`src/rtl/pwm_divider_multi_if.sv`:
```
// Configuration port of pwm_divider_multi.
//
// Handshake: a write transfers on a rising clk edge where cfg_valid and
// cfg_ready are both high. The master holds cfg_ch/cfg_period/cfg_on stable
// while cfg_valid is high and not yet accepted. cfg_ready is a combinational
// function of cfg_ch, so it may change in the same cycle cfg_ch changes.
//
// Signals:
//   cfg_valid   master -> slave  write request
//   cfg_ready   slave -> master  selected channel can take a write
//   cfg_ch      master -> slave  target channel
//   cfg_period  master -> slave  new period, cycles
//   cfg_on      master -> slave  new on-time, cycles
interface pwm_divider_multi_if #(
  parameter int CH    = 4,
  parameter int CNT_W = 8
);
  localparam int CH_W = (CH > 1) ? $clog2(CH) : 1;

  logic             cfg_valid;
  logic             cfg_ready;
  logic [CH_W-1:0]  cfg_ch;
  logic [CNT_W-1:0] cfg_period;
  logic [CNT_W-1:0] cfg_on;

  modport master (
    output cfg_valid,
    output cfg_ch,
    output cfg_period,
    output cfg_on,
    input  cfg_ready
  );

  modport slave (
    input  cfg_valid,
    input  cfg_ch,
    input  cfg_period,
    input  cfg_on,
    output cfg_ready
  );
endinterface

```
`src/rtl/pwm_divider_multi.sv`:
```
// Multi-channel programmable divider / PWM generator.
//
// Each channel counts 0..P-1 and drives out = (cnt < H) plus a one-cycle
// period_tick in the last cycle of the period. New P/H values are written into
// a per-channel shadow through the cfg port and only become active at a
// period boundary (or immediately when the channel is disabled or halted), so
// periods are never truncated.
//
// Ports:
//   clk          system clock, rising edge
//   reset        asynchronous active-high reset
//   en[CH]       per-channel run enable
//   cfg          configuration write port (slave modport)
//   out[CH]      registered PWM / divided outputs
//   period_tick  registered end-of-period pulse per channel
module pwm_divider_multi #(
  parameter int CH             = 4,
  parameter int CNT_W          = 8,
  parameter int DEFAULT_PERIOD = 6,
  parameter int DEFAULT_ON     = 3
) (
  input  logic                     clk,
  input  logic                     reset,
  input  logic [CH-1:0]            en,
  pwm_divider_multi_if.slave       cfg,
  output logic [CH-1:0]            out,
  output logic [CH-1:0]            period_tick
);

  localparam int CH_W  = (CH > 1) ? $clog2(CH) : 1;
  // Channel-select space; codes at or above CH map onto always-clear slots.
  localparam int SEL_N = 1 << CH_W;

  // Active state. run_q marks a cycle in which cnt_q is a live count; it is
  // low after reset, while disabled and while halted, so the first enabled
  // edge starts a fresh period at cnt=0 instead of counting on from 0.
  logic [CNT_W-1:0] cnt_q   [CH];
  logic [CNT_W-1:0] per_q   [CH];
  logic [CNT_W-1:0] on_q    [CH];
  logic [CNT_W-1:0] per_s_q [CH];
  logic [CNT_W-1:0] on_s_q  [CH];
  logic [CH-1:0]    pend_q;
  logic [CH-1:0]    run_q;

  logic [CNT_W-1:0] cnt_d   [CH];
  logic [CNT_W-1:0] per_d   [CH];
  logic [CNT_W-1:0] on_d    [CH];
  logic [CNT_W-1:0] per_s_d [CH];
  logic [CNT_W-1:0] on_s_d  [CH];
  logic [CH-1:0]    pend_d;
  logic [CH-1:0]    run_d;
  logic [CH-1:0]    out_d;
  logic [CH-1:0]    tick_d;

  logic [CH-1:0]    wr_hit;
  logic [CH-1:0]    wrap;
  logic [CH-1:0]    apply;

  logic [SEL_N-1:0] pend_sel;
  logic             take;

  // Out-of-range channel codes see a zero pend bit, so they are accepted and
  // then match no channel in the write decode below.
  assign pend_sel      = SEL_N'(pend_q);
  assign cfg.cfg_ready = ~pend_sel[cfg.cfg_ch];
  assign take          = cfg.cfg_valid & cfg.cfg_ready;

  always_comb begin
    for (int i = 0; i < CH; i++) begin
      wr_hit[i] = take && (cfg.cfg_ch == CH_W'(i));
      // run_q implies per_q != 0, so per_q-1 cannot underflow when used.
      wrap[i]   = run_q[i] && (cnt_q[i] == per_q[i] - 1'b1);
      // A pending config lands at the wrap edge, or at any edge where the
      // channel is not counting. A write accepted on this edge sets pend for
      // later; it never applies on the edge that accepts it.
      apply[i]  = pend_q[i] && (!en[i] || !run_q[i] || wrap[i]);

      per_d[i]  = apply[i] ? per_s_q[i] : per_q[i];
      on_d[i]   = apply[i] ? on_s_q[i]  : on_q[i];
      pend_d[i] = (pend_q[i] && !apply[i]) || wr_hit[i];

      per_s_d[i] = wr_hit[i] ? cfg.cfg_period : per_s_q[i];
      on_s_d[i]  = wr_hit[i] ? cfg.cfg_on     : on_s_q[i];

      if (!en[i] || (per_d[i] == '0)) begin
        cnt_d[i] = '0;
        run_d[i] = 1'b0;
      end else if (!run_q[i] || wrap[i]) begin
        cnt_d[i] = '0;
        run_d[i] = 1'b1;
      end else begin
        cnt_d[i] = cnt_q[i] + 1'b1;
        run_d[i] = 1'b1;
      end

      // Outputs are registered but describe the cycle the new count lives in.
      out_d[i]  = run_d[i] && (cnt_d[i] < on_d[i]);
      tick_d[i] = run_d[i] && (cnt_d[i] == per_d[i] - 1'b1);
    end
  end

  always_ff @(posedge clk or posedge reset) begin
    if (reset) begin
      for (int i = 0; i < CH; i++) begin
        cnt_q[i]   <= '0;
        per_q[i]   <= CNT_W'(DEFAULT_PERIOD);
        on_q[i]    <= CNT_W'(DEFAULT_ON);
        per_s_q[i] <= CNT_W'(DEFAULT_PERIOD);
        on_s_q[i]  <= CNT_W'(DEFAULT_ON);
      end
      pend_q      <= '0;
      run_q       <= '0;
      out         <= '0;
      period_tick <= '0;
    end else begin
      for (int i = 0; i < CH; i++) begin
        cnt_q[i]   <= cnt_d[i];
        per_q[i]   <= per_d[i];
        on_q[i]    <= on_d[i];
        per_s_q[i] <= per_s_d[i];
        on_s_q[i]  <= on_s_d[i];
      end
      pend_q      <= pend_d;
      run_q       <= run_d;
      out         <= out_d;
      period_tick <= tick_d;
    end
  end

endmodule

```
`src/flat_wrapper.sv`:
```
// flat-port wrapper written by rule: the top's interface ports become plain ports
module pwm_divider_multi_flat 
#(
  parameter int CH             = 4,
  parameter int CNT_W          = 8,
  parameter int DEFAULT_PERIOD = 6,
  parameter int DEFAULT_ON     = 3
)
  (clk, reset, en, out, period_tick, cfg_cfg_valid, cfg_cfg_ch, cfg_cfg_period, cfg_cfg_on, cfg_cfg_ready);
  pwm_divider_multi_if #(.CH(CH), .CNT_W(CNT_W)) cfg_i ();
  input  logic clk;
  input  logic reset;
  input  logic [CH-1:0] en;
  output logic [CH-1:0] out;
  output logic [CH-1:0] period_tick;
  input wire logic [$bits(cfg_i.cfg_valid)-1:0] cfg_cfg_valid;
  input wire logic [$bits(cfg_i.cfg_ch)-1:0] cfg_cfg_ch;
  input wire logic [$bits(cfg_i.cfg_period)-1:0] cfg_cfg_period;
  input wire logic [$bits(cfg_i.cfg_on)-1:0] cfg_cfg_on;
  output wire logic [$bits(cfg_i.cfg_ready)-1:0] cfg_cfg_ready;
  assign cfg_i.cfg_valid = cfg_cfg_valid;
  assign cfg_i.cfg_ch = cfg_cfg_ch;
  assign cfg_i.cfg_period = cfg_cfg_period;
  assign cfg_i.cfg_on = cfg_cfg_on;
  assign cfg_cfg_ready = cfg_i.cfg_ready;
  pwm_divider_multi #(.CH(CH), .CNT_W(CNT_W), .DEFAULT_PERIOD(DEFAULT_PERIOD), .DEFAULT_ON(DEFAULT_ON)) u_core (.clk(clk), .reset(reset), .en(en), .cfg(cfg_i), .out(out), .period_tick(period_tick));
endmodule
```
`config.mk`:
```
export PLATFORM = sky130hd
export DESIGN_NAME = pwm_divider_multi_flat
export DESIGN_NICKNAME = d
export VERILOG_FILES = /design/src/rtl/pwm_divider_multi_if.sv /design/src/rtl/pwm_divider_multi.sv /design/src/flat_wrapper.sv
export SDC_FILE = /design/constraint.sdc
export NUM_CORES = 1
export LEC_CHECK = 0
export CORE_ASPECT_RATIO = 1.5
export CORE_MARGIN = 10
export CORE_UTILIZATION = 51
export DETAILED_ROUTE_END_ITERATION = 12
export GPL_TIMING_DRIVEN = 0
export PLACE_DENSITY = 0.68
export SYNTH_ARGS = -nofsm -noshare
export SYNTH_HDL_FRONTEND = slang
export SYNTH_SLANG_ARGS = --single-unit
```
`constraint.sdc`:
```
create_clock -name clk -period 5.7 [get_ports clk]
set_input_delay 0.57 -clock clk [delete_from_list [all_inputs] [get_ports clk]]
set_output_delay 0.57 -clock clk [all_outputs]
set_load 0.01 [all_outputs]
```
==> metrics.yaml, run 1 <==
grt:
  grt_first_pass_wirelength_mm: 41.1
  antenna_found_initial: 1
  grt_pass1_vias: 7894
  grt_use_total: 0.194
  grt_max_degree: 134
  grt_overflow_total: 0
clock_tree:
  clk_pin_slew_worst_paths_ps: 70
  cts_htree_levels: 4
  clockRootBuffer: "clkbuf_16"
  cts_tree: "yes"
  cts_made_buffers: 17
  clock_path_buffers: 2
  clkLatencyLatePin_ps: 440
  cts_sinks: 176
synth:
  netlist_area_um2: 10300
  synthDistinctLibCells: 80
  synth_most_common_cell: "dfrtp_1"
  ys_warn_count: 0
  async_flop_share: 1.00
  syn_inst: 982
  ys_seq_area_frac: 0.432
  syn-num-nets: 1046
  synth_top_area_share: 0.350
  synth_enable_flop_cells: 0
  synth_top_area_cell: "dfrtp_1"
  syn_avg_cell_area_um2: 10.5
  synth.area.top_cells: "dfrtp_1 (35%), mux2_2 (8.3%), dfstp_2 (8.2%), ha_1 (4.7%), xnor2_1 (4.5%)"
  ys_top_cells_by_count: "dfrtp_1 (144), mux2_2 (76), nand2_1 (69)"
  ys.flop_type: "dfrtp_1"
  synth.ff_latch_count: 176
setup_path:
  crit_slowest_cell: "a2111oi_4"
  slowest_delay_ps: 530
  critPathLaunchType: "register"
  critPathKind: "register to register"
  cp_num_buf_inv: 2
  arrival_ps: 5660
  endpoint_kind: "register"
  worst-path-max-fanout: 10
  critPathTopFamily: "simple AND/OR/NAND/NOR gates"
  path_cells: "clkbuf_1 > nor2_1 > nand4_1 > a2111oi_4 > o211a_1 > o21ai_1 > clkbuf_2 > mux2i_1 > ha_1 > and4b_1 > nand2b_1 > nor3_1 > xnor2_1 > nor4b_1 > mux2i_1 > nor4_1"
  cp.required_ps: 5980
  crit_top_cell: "mux2i_1"
timing:
  tightestPinTransition_ps: 1090
  rsz0062_at_grt: "false"
  fin_crit_sh: 0.944
  finClkSkew_ps: 7.09
  finalMaxSlewViolations: 0
  setup_viol: 0
  hold_viol: 0
  max-slew-margin-rel: 0.267
  max_freq_mhz: 186
  period_minus_slack_ps: 5380
  tns_ps: 0
power:
  comb_power_share: 0.406
  p_per_area_nw_per_um2: 445
  clockPowerShare: 0.224
  power_leakage_uw: 0.00499
  p_switching_uw: 1940
  p_int_uw: 3260
  swShare: 0.373
  ir_drop_mv: 0.234
  seqPwrFrac: 0.370
route:
  drt_iter0_markers: 460
  wl_mm: 25.2
  post_drt_wl_per_cell_um: 19.2
  via_per_inst: 5.81
  first_pass_iters: 7
  ant_nets: 0
  vias: 7618
  drc_errors: 0
die:
  initial_core_util: 0.520
  die_h_um: 194
  die_width_um: 136
  io_pins: 34
  core_um2: 19800
  dieArea_um2: 26400
  num_rows: 63
cells_and_area:
  area_growth_pct: 13.5
  drive_gt1_frac: 0.198
  fin_util: 0.590
  nNetsFinal: 1101
flow_run:
  maxCapViolations: 0
placement:
  port_buffers: 31
  hpwl_mm: 18.6
  gp_congestion: 0.908
min_path:
  hold_path.class: "register to register"
status:
  status: "finished clean"
==> power groups by stage <==
stage               clock network (µW)  registers (µW)  logic [µW]
floorplan                            0            1840        1620
global placement                     0            1930        2000
detailed placement                   0            1940        2040
CTS                               1190            1920        2070
global route                      1230            1970        2340
finish                            1160            1920        2110
==> layer usage <==
| metal | share of wire | routed length, µm | global-route usage |
|---|---|---|---|
| met3 | 0.035 | 878 | 0.0329 |
| met5 | 0 | 0 | 0 |
| met1 | 0.42 | 10500 | 0.230 |
| met4 | 0.035 | 880 | 0.0813 |
| met2 | 0.51 | 12900 | 0.335 |
==> worst min-delay path, cell delays in order, from the launching register on <==
cell     delay [ps]
dfrtp_1         320
mux2i_1          80
inv_1            60
==> what timing repair did <==
action | CTS | global route
setup endpoints to repair | 4 | 8
pin swaps | 0 | 2
hold endpoints to repair | 0 | 0
buffers inserted | 0 | 4
hold buffers | 0 | 0
resized for setup | 3 | 20
==> registers in the layout, indices dropped and copies added, names as in the netlist <==
signal and count:
u_core.cnt_q 32, u_core.on_q 32, u_core.on_s_q 32, u_core.per_q 32
u_core.per_s_q 32, u_core.out 4, u_core.pend_q 4, u_core.period_tick 4
u_core.run_q 4
==> path summary, 6_finish.rpt <==
| path | from | end | slack (ps) | cells after the start |
|---|---|---|---|---|
| max in group asynchronous | reset | u_core.per_q[27] | 4200 | 3 |
| worst max-delay path | u_core.per_q[27] | u_core.period_tick[0] | 320 | 16 |
| worst min register to register | u_core.on_q[6] | u_core.on_q[6] | 490 | 2 |
| min in group asynchronous | reset | u_core.on_q[5] | 540 | 2 |
| worst max register to register | u_core.per_q[27] | u_core.period_tick[0] | 320 | 16 |
| worst min-delay path | u_core.on_q[6] | u_core.on_q[6] | 490 | 2 |
==> stage by stage <==
stage	instances	instance area (µm²)	total power (µW)	hold slack, ps	setup slack [ps]
after floorplan	982	10300	3460	453	409
after detailed placement	1275	11000	3980	472	-212
final	1311	11700	5200	488	321
after global routing	1310	11700	5540	523	9.08
after global placement	1273	10900	3930	473	-1950
after CTS	1306	11600	5180	490	19.4
==> cells by family (layout without fill, tap and decap cells) <==
kind of cell | count (synthesis) | in the layout | synth area share
DFF | 176 | 176 | 0.432
xor gates and xnor gates | 94 | 94 | 0.0883
adders and majority gates | 41 | 41 | 0.0494
and+or+nand+nor | 301 | 301 | 0.161
AOI/OAI and AO/OA | 140 | 140 | 0.0991
buffers and inverters | 110 | 178 | 0.0427
other | 0 | 1 | 0
muxes | 120 | 120 | 0.128
==> cell type report <==
class                   instances  area, µm²
inverters                      68        263
diodes                          1       2.50
repair buffers                 37        375
multi-input cells             696       5490
clock buffers                  21        480
well taps                     260        325
flip-flops and latches        176       4440
plain buffers                  41        190
clock inverters                11        103
fillers                      1733       8110
==> placed cells by master (no fill, tap or decap), types with 11 or more instances in the layout <==
cell	n
and2_1	13
and3_1	11
nand3_1	27
clkbuf_1	23
xor2_1	35
a21oi_1	25
nor4_1	11
clkbuf_16	17
nor3_1	34
nand2_1	69
dfstp_2	32
o211ai_1	11
o21ai_0	29
nor2_1	49
xnor2_1	53
clkdlybuf4s50_1	31
mux2i_1	42
ha_1	37
inv_1	67
or2_2	11
dfrtp_1	144
mux2_2	76
Note: power is estimated with default switching activity, not from simulation.
==> run 2, diff against run 1 <==
Settings changed: RECOVER_POWER from default to 50.
==> metrics.yaml, run 2 (same netlist as run 1, synthesis figures left out) <==
timing:
  finalMaxSlewViolations: 179
  finClkSkew_ps: 5.95
  fin_worst_hold_slack_ps: 489
  setup_viol: 0
  rsz0062_at_grt: "false"
  max_freq_mhz: 185
  fin_ws_ps: 293
  max-slew-margin-rel: -0.927
  period_minus_slack_ps: 5410
  fin_crit_sh: 0.949
  tightestPinTransition_ps: 2890
  hold_viol: 0
power:
  swShare: 0.373
  p_total_uw: 5190
  p_switching_uw: 1930
  p_int_uw: 3260
  comb_power_share: 0.406
  clockPowerShare: 0.223
  ir_drop_mv: 0.233
  seqPwrFrac: 0.371
  power_leakage_uw: 0.00498
  p_per_area_nw_per_um2: 446
clock_tree:
  clockRootBuffer: "clkbuf_16"
  clock_path_buffers: 2
  cts_sinks: 176
  clkLatencyLatePin_ps: 440
  cts_tree: "yes"
  cts_htree_levels: 4
  clk_pin_slew_worst_paths_ps: 70
  cts_made_buffers: 17
placement:
  pre_cts_ws_ps: -212
  gp_congestion: 0.908
  placed_cells: 1275
  port_buffers: 31
  place_area_um2: 11000
  hpwl_mm: 18.6
setup_path:
  path_cells: "clkbuf_1 > nor2_1 > nand4_1 > a2111oi_4 > o211a_1 > o21ai_1 > clkbuf_2 > mux2i_1 > ha_1 > and4b_1 > nand2b_1 > nor3_1 > xnor2_1 > nor4b_1 > mux2i_1 > nor4_1"
  slowest_delay_ps: 540
  arrival_ps: 5680
  worst-path-max-fanout: 10
  critPathLaunchType: "register"
  crit_slowest_cell: "a2111oi_4"
  crit_top_cell: "mux2i_1"
  endpoint_kind: "register"
  critPathKind: "register to register"
  reg2reg_from: "u_core.per_q[27]"
  cp.required_ps: 5980
  crit_start: "u_core.per_q[27]"
min_path:
  hold_path.class: "register to register"
  min_from: "u_core.on_q[6]"
cells_and_area:
  area_growth_pct: 13.2
  drive_gt1_frac: 0.198
  final_common_cell: "dfrtp_1"
  final_area_um2: 11600
  fin_cells: 1311
  most-common-layout-cells: "dfrtp_1 (144), mux2_2 (76), nand2_1 (69)"
  nNetsFinal: 1101
die:
  num_rows: 63
  initial_core_util: 0.520
  die_h_um: 194
  io_pins: 34
  core_um2: 19800
  die_width_um: 136
  dieArea_um2: 26400
status:
  status: "finished with violations"
  violations: "max-capacitance violations, max-slew violations"
grt:
  grt_pass1_vias: 7894
  antenna_found_initial: 1
  grt_max_degree: 134
  grt_first_pass_wirelength_mm: 41.1
  grt_use_total: 0.194
  grt_overflow_total: 0
route:
  first_pass_iters: 5
  vias: 7604
  via_per_inst: 5.80
  ant_nets: 0
  drt_iter0_markers: 436
  post_drt_wl_per_cell_um: 19.2
  drc_errors: 0
  wl_mm: 25.2
flow_run:
  maxCapViolations: 2
==> run 2: path summary, 6_finish.rpt <==
path,slack (ps),endpoint,cells after the start
min,490,u_core.on_q[6],2
max,290,u_core.period_tick[0],16
max reg2reg,290,u_core.period_tick[0],16
min in group asynchronous,1100,u_core.on_q[5],2
max in group asynchronous,1040,u_core.cnt_q[18],3
min reg2reg,490,u_core.on_q[6],2
==> run 2: critical path, delay by kind of cell, from the launching register on <==
kind | cells | cell delay [ps]
multiplexers | 2 | 350
AO/OA/AOI/OAI | 3 | 1080
flip-flops | 1 | 360
AND/OR/NAND/NOR | 7 | 2340
adder cells (fa/ha/maj) | 1 | 310
buffers and inverters | 2 | 570
XOR/XNOR | 1 | 220
==> run 2: final cells by class <==
class | count | area, µm²
fillers | 1735 | 8140
multi-input cells | 696 | 5490
flip-flops and latches | 176 | 4440
clock buffers | 21 | 480
repair buffers | 37 | 353
well taps | 260 | 325
inverters | 68 | 256
plain buffers | 41 | 190
clock inverters | 11 | 103
diodes | 1 | 2.50
==> run 2: power groups by stage <==
stage                     sequential, µW  combinational [µW]  clock [µW]
after detailed placement            1940                2040           0
after floorplan                     1840                1620           0
after global routing                1970                2340        1230
after CTS                           1920                2070        1190
final                               1920                2110        1160
after global placement              1930                2000           0
==> run 2: stage by stage <==
| stage | util | TNS [ps] |
|---|---|---|
| final | 0.589 | 0 |
| after global routing | 0.589 | 0 |
| after CTS | 0.585 | 0 |
| after detailed placement | 0.555 | -474 |
| after global placement | 0.552 | -280720 |
| after floorplan | - | 0 |
==> run 2: metal layers <==
| layer | GRT usage | wire length (µm) | vias up |
|---|---|---|---|
| met2 | 0.335 | 13000 | 173 |
| met3 | 0.0329 | 920 | 63 |
| li1 | - | - | 3585 |
| met5 | 0 | 0 | - |
| met4 | 0.0813 | 869 | 0 |
| met1 | 0.230 | 10400 | 3783 |
==> run 2: timing repair <==
| action | CTS | global route |
|---|---|---|
| hold buffers | 0 | 0 |
| gates cloned | 0 | 0 |
| pin swaps | 0 | 2 |
| setup endpoints to repair | 4 | 8 |
| setup buffers | 0 | 4 |
| resized for setup | 3 | 20 |
